<file path="src/rtl/fb_access_scheduler.sv">
// Framebuffer port arbiter: scan-out reads own the RAM during active video;
// queued pixel writes and a full-screen clear use the blanking cycles.
module fb_access_scheduler #(
  parameter int ADDR_W     = 19,
  parameter int FB_WORDS   = 307200,
  parameter int FIFO_DEPTH = 16,
  parameter int LVL_W      = 5
) (
  input  logic              iVGA_CLK,
  input  logic              iRST_n,
  input  logic              disp_active_next,
  input  logic [ADDR_W-1:0] disp_addr_next,
  input  logic              wr_req,
  input  logic [ADDR_W-1:0] wr_addr,
  input  logic [7:0]        wr_data,
  output logic              wr_ready,
  input  logic              clr_req,
  input  logic [7:0]        clr_color,
  output logic              clr_busy,
  output logic [ADDR_W-1:0] mem_addr,
  output logic [7:0]        mem_wdata,
  output logic              mem_we,
  output logic [LVL_W-1:0]  fifo_level,
  output logic [1:0]        state
);

  localparam int PTR_W = $clog2(FIFO_DEPTH);

  typedef enum logic [1:0] {
    ST_DISP  = 2'd0,
    ST_WRITE = 2'd1,
    ST_CLEAR = 2'd2,
    ST_IDLE  = 2'd3
  } st_t;

  logic [ADDR_W+7:0] fifo_mem [FIFO_DEPTH];
  logic [PTR_W-1:0]  rd_ptr, wr_ptr;
  logic [LVL_W-1:0]  level;
  logic [ADDR_W-1:0] clr_cnt;
  logic [7:0]        clr_color_reg;
  logic              clr_busy_q;

  st_t               st_q, st_d;
  logic [ADDR_W-1:0] addr_d;
  logic [7:0]        wdata_d;
  logic              we_d;
  logic              fifo_full, fifo_empty, push, pop, clr_adv, clr_last;

  // Priority: scan-out, then queued writes, then clear, else idle.
  always_comb begin
    fifo_full  = (level == LVL_W'(FIFO_DEPTH));
    fifo_empty = (level == '0);
    wr_ready   = !fifo_full && !clr_busy_q;
    push       = wr_req && wr_ready;
    clr_last   = (clr_cnt == ADDR_W'(FB_WORDS - 1));
    st_d       = ST_IDLE;
    addr_d     = disp_addr_next;
    wdata_d    = mem_wdata;
    we_d       = 1'b0;
    pop        = 1'b0;
    clr_adv    = 1'b0;
    if (disp_active_next) begin
      st_d = ST_DISP;
    end else if (!fifo_empty) begin
      st_d              = ST_WRITE;
      pop               = 1'b1;
      {addr_d, wdata_d} = fifo_mem[rd_ptr];
      we_d              = 1'b1;
    end else if (clr_busy_q) begin
      st_d    = ST_CLEAR;
      clr_adv = 1'b1;
      addr_d  = clr_cnt;
      wdata_d = clr_color_reg;
      we_d    = 1'b1;
    end
  end

  always_ff @(posedge iVGA_CLK or negedge iRST_n) begin
    if (!iRST_n) begin
      st_q      <= ST_DISP;
      mem_addr  <= '0;
      mem_wdata <= '0;
      mem_we    <= 1'b0;
    end else begin
      st_q      <= st_d;
      mem_addr  <= addr_d;
      mem_wdata <= wdata_d;
      mem_we    <= we_d;
    end
  end

  always_ff @(posedge iVGA_CLK or negedge iRST_n) begin
    if (!iRST_n) begin
      rd_ptr <= '0;
      wr_ptr <= '0;
      level  <= '0;
    end else begin
      if (push) wr_ptr <= wr_ptr + 1'b1;
      if (pop)  rd_ptr <= rd_ptr + 1'b1;
      level <= level + LVL_W'(push) - LVL_W'(pop);
    end
  end

  always_ff @(posedge iVGA_CLK) begin
    if (push) fifo_mem[wr_ptr] <= {wr_addr, wr_data};
  end

  // Acceptance and advance are exclusive: the clear only advances while busy.
  always_ff @(posedge iVGA_CLK or negedge iRST_n) begin
    if (!iRST_n) begin
      clr_busy_q    <= 1'b0;
      clr_cnt       <= '0;
      clr_color_reg <= '0;
    end else if (clr_req && !clr_busy_q) begin
      clr_busy_q    <= 1'b1;
      clr_color_reg <= clr_color;
    end else if (clr_adv) begin
      if (clr_last) begin
        clr_busy_q <= 1'b0;
        clr_cnt    <= '0;
      end else begin
        clr_cnt <= clr_cnt + 1'b1;
      end
    end
  end

  assign clr_busy   = clr_busy_q;
  assign fifo_level = level;
  assign state      = st_q;

endmodule

</file>
<file path="config.mk">
export PLATFORM = sky130hd
export DESIGN_NAME = fb_access_scheduler
export DESIGN_NICKNAME = d
export VERILOG_FILES = /design/src/rtl/fb_access_scheduler.sv
export SDC_FILE = /design/constraint.sdc
export NUM_CORES = 1
export LEC_CHECK = 0
export BUFFER_PORTS_ARGS = -buffer_cell sky130_fd_sc_hd__buf_2
export CAP_MARGIN = 25
export CORE_MARGIN = 2
export CORE_UTILIZATION = 45
export CTS_BUF_LIST = sky130_fd_sc_hd__clkbuf_16
export CTS_CLUSTER_DIAMETER = 100
export DETAILED_ROUTE_END_ITERATION = 12
export PLACE_DENSITY = 0.59
export SLEW_MARGIN = 25
export SYNTH_ARGS = -nofsm -noshare
export SYNTH_HDL_FRONTEND = slang
export SYNTH_SLANG_ARGS = --single-unit
export TNS_END_PERCENT = 10
</file>
<file path="constraint.sdc">
create_clock -name iVGA_CLK -period 5.37 [get_ports iVGA_CLK]
set_input_delay 0 -clock iVGA_CLK [delete_from_list [all_inputs] [get_ports iVGA_CLK]]
set_output_delay 0 -clock iVGA_CLK [all_outputs]
set_load 0.005 [all_outputs]
</file>
# [Yosys cells after proc, flatten, opt, wreduce, memory -nomap -nowiden]
# Memories as Yosys holds them, arrays and structs flattened.
# Index checks and enable logic that the tools add are counted.
[totals] ff_bits=71 ramBits=432 mem_count=1 input_bits=59 elab_cells=53 output_inout_bits=37
[mem_list] name="fifo_mem" depth=16 width=27 read_ports=1 rd_clocked_by_memory_dff=0 write_ports=1 line="36" rtl="logic [ADDR_W+7:0] fifo_mem [FIFO_DEPTH];"
[classes] n_mux=21 add_sub_neg=5 n_eq_ne=3 bitwise_logic=2 n_reduce_logical=11
[op_table] op="$mux W19" n=4
[op_table] op="$add A19 B1 Y19 const B" n=1
[op_table] op="$eq A19 B19 Y1 const B" n=1
[op_table] op="$mux W8" n=2
[op_table] op="$mux W1" n=13
[op_table] op="$add A4 B1 Y4 const B" n=2
[op_table] op="$reduce_and A2 Y1" n=3
[op_table] op="$add A5 B1 Y5" n=1
[op_table] op="$eq A5 B5 Y1 const B" n=1
[op_table] op="$logic_not A5 Y1" n=1
[op_table] op="$sub A5 B1 Y5" n=1
[op_table] op="$mux W2" n=2
[op_table] op="$reduce_bool A2 Y1" n=2
[op_table] op="$logic_and A1 B1 Y1" n=3
[op_table] op="$logic_not A1 Y1" n=2
[op_table] op="$ne A2 B2 Y1 const B" n=1
[op_table] op="$not A1 Y1" n=2

# [Depth between registers and ports, before layout]
[logic_depth] word_depth=6 mapped_depth=13 ltp_nobuf=13

# [Worst setup path after synthesis]
# OpenSTA, ideal clock, no wires.
[synth_path] path_kind="register -> register" startpoint="register level[2] (netlist: fifo_level[2])" endpoint="memory fifo_mem[3][0] (netlist name) (enable)" path_slack_ns=1.663 stages_incl_launch_ff=6 period_less_slack_ns=3.707 arrival_time_ns=3.263 path_cell_list="dfrtp_1 inv_1 ha_1 a311oi_2 nand2_1 nor3_1"
[synth_between] elab_chain_cells=6
[synth_lines] element="start: declaration" line="38" rtl="logic [LVL_W-1:0] level;"
[synth_lines] element="start signal: assignment" line="100" rtl="level <= level + LVL_W'(push) - LVL_W'(pop);"
[synth_lines] element="$eq A5 B5 Y1" line="51" rtl="fifo_full = (level == LVL_W'(FIFO_DEPTH));"
[synth_lines] element="$logic_not A1 Y1" line="53" rtl="wr_ready = !fifo_full && !clr_busy_q;"
[synth_lines] element="$logic_and A1 B1 Y1" line="53"
[synth_lines] element="$logic_and A1 B1 Y1" line="54" rtl="push = wr_req && wr_ready;"
[synth_lines] element="$mux W1" line="105" rtl="if (push) fifo_mem[wr_ptr] <= {wr_addr, wr_data};"
[synth_lines] element="$mux W1 (not written as such)" line="105"
[synth_lines] element="end: declaration" line="36"
# Every way passes these cells.

# [Worst setup path after layout]
[layout_path] startpoint="register level[2] (netlist: fifo_level[2])" endpoint="memory fifo_mem[2][21] (netlist name) (enable)"
# The elaborated chain is that of the path after synthesis.

==> flow_metrics.py <==
metrics = {
    "sta": {
        "clock_skew_ns": 0.0176,
        "report.final.slew_viol_count": 0,
        "fin_tns_setup_ns": 0,
        "hold_slack_ns": 0.0219,
        "rsz_0062_raised_after_global_routing": "no",
        "report.final.hold_viol_count": 0,
        "clock.fmax_mhz": 306,
        "timing_worst_slew_pin_value_ns": 1.05,
        "timing.slew.headroom_pct": 29.7,
        "final.period_utilization_pct": 60.8,
        "period_needed_ns": 3.27,
        "finalSetupViolations": 0,
    },
    "final_layout": {
        "final.fill_count": 3415,
        "antenna_cells": 0,
        "post_route_cells_drive_above_1_share_pct": 27.8,
        "layout_top_registers": "fifo_mem (432), clr_cnt (19), mem_addr (19)",
        "finalCoreUtilization_pct": 54.3,
        "nNetsFinal": 1252,
        "syn_to_final_growth_pct": 18.8,
        "largest_reg_flops": 432,
        "top_register": "fifo_mem",
    },
    "detailed_routing": {
        "wl_per_cell_um": 24.1,
        "vias": 10066,
        "number_of_drc_markers_in_iteration_0": 1122,
        "drt_wl_total_um": 43500,
        "remaining_drc_errors": 0,
        "drt_pre_antenna_iters": 5,
        "detail_route.vias_per_cell": 5.57,
        "antenna_violating_nets_post_route": 0,
    },
    "cts": {
        "clock-sinks": 503,
        "ctsHtreeMaxLevel": 2,
        "cts.root.buffer_cell": "sky130_fd_sc_hd__clkbuf_16",
        "cts_resized": 0,
        "clk_pin_slew_ns": 0.06,
        "cts_hold_repair.buffers": 59,
        "clkLatencyLatePin_ns": 0.59,
        "clk_path_buf_depth": 3,
        "cts_post_setup_buffers_inserted": 0,
        "cts_tree": "yes",
        "cts_buffers": 51,
    },
    "pwr": {
        "clockPowerShare_pct": 32.6,
        "power.leakage_nw": 7.91,
        "power.switching_fraction_pct": 27.6,
        "p_sw_w": 0.00287,
        "power.combinational.fraction_pct": 21.6,
        "internal-power_w": 0.00754,
        "power_frac_seq_pct": 45.7,
        "power_density_nw_per_um2": 444,
        "totalPowerFinal_w": 0.0104,
        "vdd_drop_max_mv": 0.320,
    },
    "synth": {
        "seq_area_frac_synth_pct": 74.7,
        "synth_cell_type_count": 54,
        "synthArstFlopShare_pct": 14.1,
        "post_synth_instance_area_um2": 19700,
        "flop_and_latch_count_out_of_synthesis": 503,
        "avgSynthCellArea_um2": 19.7,
        "synth_top_flop_cell": "sky130_fd_sc_hd__edfxtp_1",
        "synth-edff-count": 432,
        "synth_nets": 1074,
        "post_synth_inst_count": 1002,
        "synth_warnings": 0,
    },
    "place": {
        "dp_hpwl_um": 26200,
        "io_buffers": 95,
        "gp_weighted_congestion": 0.808,
    },
    "die": {
        "die-width_um": 213,
        "die_h_um": 213,
        "effective_utilization_at_floorplan_pct": 45.7,
        "floorplan.die_area_um2": 45600,
        "placementRows": 76,
        "ioPinCount": 96,
        "core_area_um2": 43200,
    },
    "worst_setup_path": {
        "worst_setup_path_startpoint": "fifo_level[2]$_DFF_PN0_",
        "rr_endpoint": "fifo_mem[2][21]$_DFFE_PP_",
        "reg2reg_slack_ns": 2.10,
        "critical_path.startpoint_type": "flop",
        "worstSetupEndpoint": "fifo_mem[2][21]$_DFFE_PP_",
        "worst-endpoint-arrival_ns": 3.51,
        "critical_path.reg2reg.startpoint": "fifo_level[2]$_DFF_PN0_",
        "crit_required_ns": 5.61,
        "setup.worst_path.class": "flop to flop",
        "reg2reg_depth": 6,
        "critPathMaxFanout": 19,
        "setup.worst_path.end_class": "flop",
    },
    "global_route": {
        "antenna_violations_before_repair": 0,
        "global_route.peak_usage_layer": "met2",
        "met2_capacity_usage_during_global_routing_pct": 31.4,
        "grt.met3_usage_pct": 3.10,
        "grt_remaining_overflow": 0,
        "grtUsageTotal_pct": 19.7,
        "grt_pass1_wl_um": 65600,
        "first_global_vias": 10576,
        "global_route.usage.met1_pct": 28.4,
        "largest_net_degree_at_the_start_of_global_routing": 65,
    },
    "worst_hold_path": {
        "timing.hold.worst.class": "input pin to asynchronous set/reset pin",
    },
    "status": {
        "run_status": "finished clean",
    },
    "job": {
        "timing.max_cap.violations": 0,
    },
}
## worst min path at each step
stage | slack [ns] | start | end | depth (start not counted)
global placement | -0.17 | iRST_n | clr_color_reg[1]$_DFFE_PN0P_ | 1
detailed placement | -0.17 | iRST_n | clr_color_reg[7]$_DFFE_PN0P_ | 1
global route | 0.06 | iRST_n | mem_wdata[5]$_DFFE_PN0P_ | 3
finish | 0.02 | iRST_n | rd_ptr[3]$_DFFE_PN0P_ | 3
CTS | 0.16 | clr_color[7] | clr_color_reg[7]$_DFFE_PN0P_ | 3
floorplan | -0.30 | iRST_n | clr_busy$_DFFE_PN0P_ | 0
## final cells by class
| type | instances | area [um2] | area share, % |
|---|---|---|---|
| clock buffer | 52 | 1300 | 5.55 |
| clock inverter | 44 | 305 | 1.30 |
| inverter | 13 | 48.8 | 0.208 |
| multi-input combinational | 430 | 4760 | 20.3 |
| sequential | 503 | 14800 | 62.9 |
| tap | 585 | 732 | 3.12 |
| timing repair buffer | 181 | 1550 | 6.60 |
## worst max-delay path, stage by stage (launching register included)
cell,delay [ns]
sky130_fd_sc_hd__dfrtp_1,0.37
sky130_fd_sc_hd__inv_1,0.07
sky130_fd_sc_hd__ha_1,0.25
sky130_fd_sc_hd__a311oi_2,0.65
sky130_fd_sc_hd__nand2_1,0.39
sky130_fd_sc_hd__nor3_2,0.72
sky130_fd_sc_hd__buf_4,0.47
## metal layers
| metal | part of all wire [%] | wire length (um) |
|---|---|---|
| met3 | 5.2 | 2270 |
| met5 | 0 | 0 |
| met1 | 45 | 19600 |
| met2 | 48 | 20700 |
| met4 | 2.3 | 1010 |
## Yosys cell counts (2+ instances only)
library cell                  n  share of area [%]
sky130_fd_sc_hd__and4_1       6               0.27
sky130_fd_sc_hd__nand2_1     32               0.61
sky130_fd_sc_hd__nand3_1      5               0.13
sky130_fd_sc_hd__nand4_1      9               0.29
sky130_fd_sc_hd__a22oi_1     12               0.46
sky130_fd_sc_hd__o21ai_0      4               0.10
sky130_fd_sc_hd__buf_4        4               0.15
sky130_fd_sc_hd__o22a_1       6               0.27
sky130_fd_sc_hd__dfrtp_1     71                9.0
sky130_fd_sc_hd__clkbuf_4     2              0.076
sky130_fd_sc_hd__and3_1       3              0.095
sky130_fd_sc_hd__nor3_1      23               0.58
sky130_fd_sc_hd__and2_1       3              0.095
sky130_fd_sc_hd__o22ai_1     19               0.60
sky130_fd_sc_hd__nand2b_1     2              0.063
sky130_fd_sc_hd__or3_1        4               0.13
sky130_fd_sc_hd__buf_1        5              0.095
sky130_fd_sc_hd__nor2_1      27               0.51
sky130_fd_sc_hd__a2111oi_2    3               0.23
sky130_fd_sc_hd__mux2i_1      2               0.10
sky130_fd_sc_hd__xnor2_1     16               0.71
sky130_fd_sc_hd__mux4_2     108                 12
sky130_fd_sc_hd__xor2_1       5               0.22
sky130_fd_sc_hd__nor2b_1     45                1.4
sky130_fd_sc_hd__ha_1        12               0.76
sky130_fd_sc_hd__edfxtp_1   432                 66
sky130_fd_sc_hd__nand4_2      2               0.13
sky130_fd_sc_hd__clkbuf_1    19               0.36
sky130_fd_sc_hd__inv_1       12               0.23
sky130_fd_sc_hd__a211oi_1    40                1.5
sky130_fd_sc_hd__nor4bb_1     2               0.10
sky130_fd_sc_hd__buf_6        7               0.40
sky130_fd_sc_hd__mux2_2       8               0.46
sky130_fd_sc_hd__buf_2       19               0.48
sky130_fd_sc_hd__a21oi_1     14               0.35
## cells by family after synthesis
group	after synthesis	share of synthesized area (%)
flops	503	74.7
simple gates	170	4.87
mux	118	12.9
compound gates	108	3.95
buf+inv	69	1.81
xor+xnor	21	0.931
fa+ha+maj	13	0.862
## placed cells by master (no fill, tap or decap), types with 16 or more instances in the layout
| cell | synthesis | final |
|---|---|---|
| sky130_fd_sc_hd__nor3_1 | 23 | 19 |
| sky130_fd_sc_hd__clkinv_1 | 0 | 16 |
| sky130_fd_sc_hd__edfxtp_1 | 432 | 432 |
| sky130_fd_sc_hd__dfrtp_1 | 71 | 68 |
| sky130_fd_sc_hd__dlygate4sd3_1 | 0 | 59 |
| sky130_fd_sc_hd__xnor2_1 | 16 | 16 |
| sky130_fd_sc_hd__o22ai_1 | 19 | 19 |
| sky130_fd_sc_hd__nand2_1 | 32 | 32 |
| sky130_fd_sc_hd__nor2b_1 | 45 | 45 |
| sky130_fd_sc_hd__mux4_2 | 108 | 108 |
| sky130_fd_sc_hd__inv_1 | 12 | 23 |
| sky130_fd_sc_hd__clkbuf_16 | 0 | 52 |
| sky130_fd_sc_hd__buf_2 | 19 | 94 |
| sky130_fd_sc_hd__a211oi_1 | 40 | 40 |
## power groups by stage
stage	Clock, W	Sequential (W)	Combinational, W
2_1_floorplan	0	0.00458	0.00182
3_3_place_gp	0	0.00486	0.00223
3_5_place_dp	0	0.00486	0.00224
4_1_cts	0.00347	0.00478	0.00229
5_1_grt	0.00361	0.00480	0.00245
6_report	0.00340	0.00476	0.00225
## per-stage QoR
step,cell area [um2],setup WS (ns),cells
floorplan,19700,1.66,1002
global placement,20900,2.15,1640
detailed placement,21200,2.08,1650
CTS,23400,2.03,1805
global route,23500,1.83,1808
finish,23500,2.10,1808
Note: power is estimated with default switching activity, not from simulation.
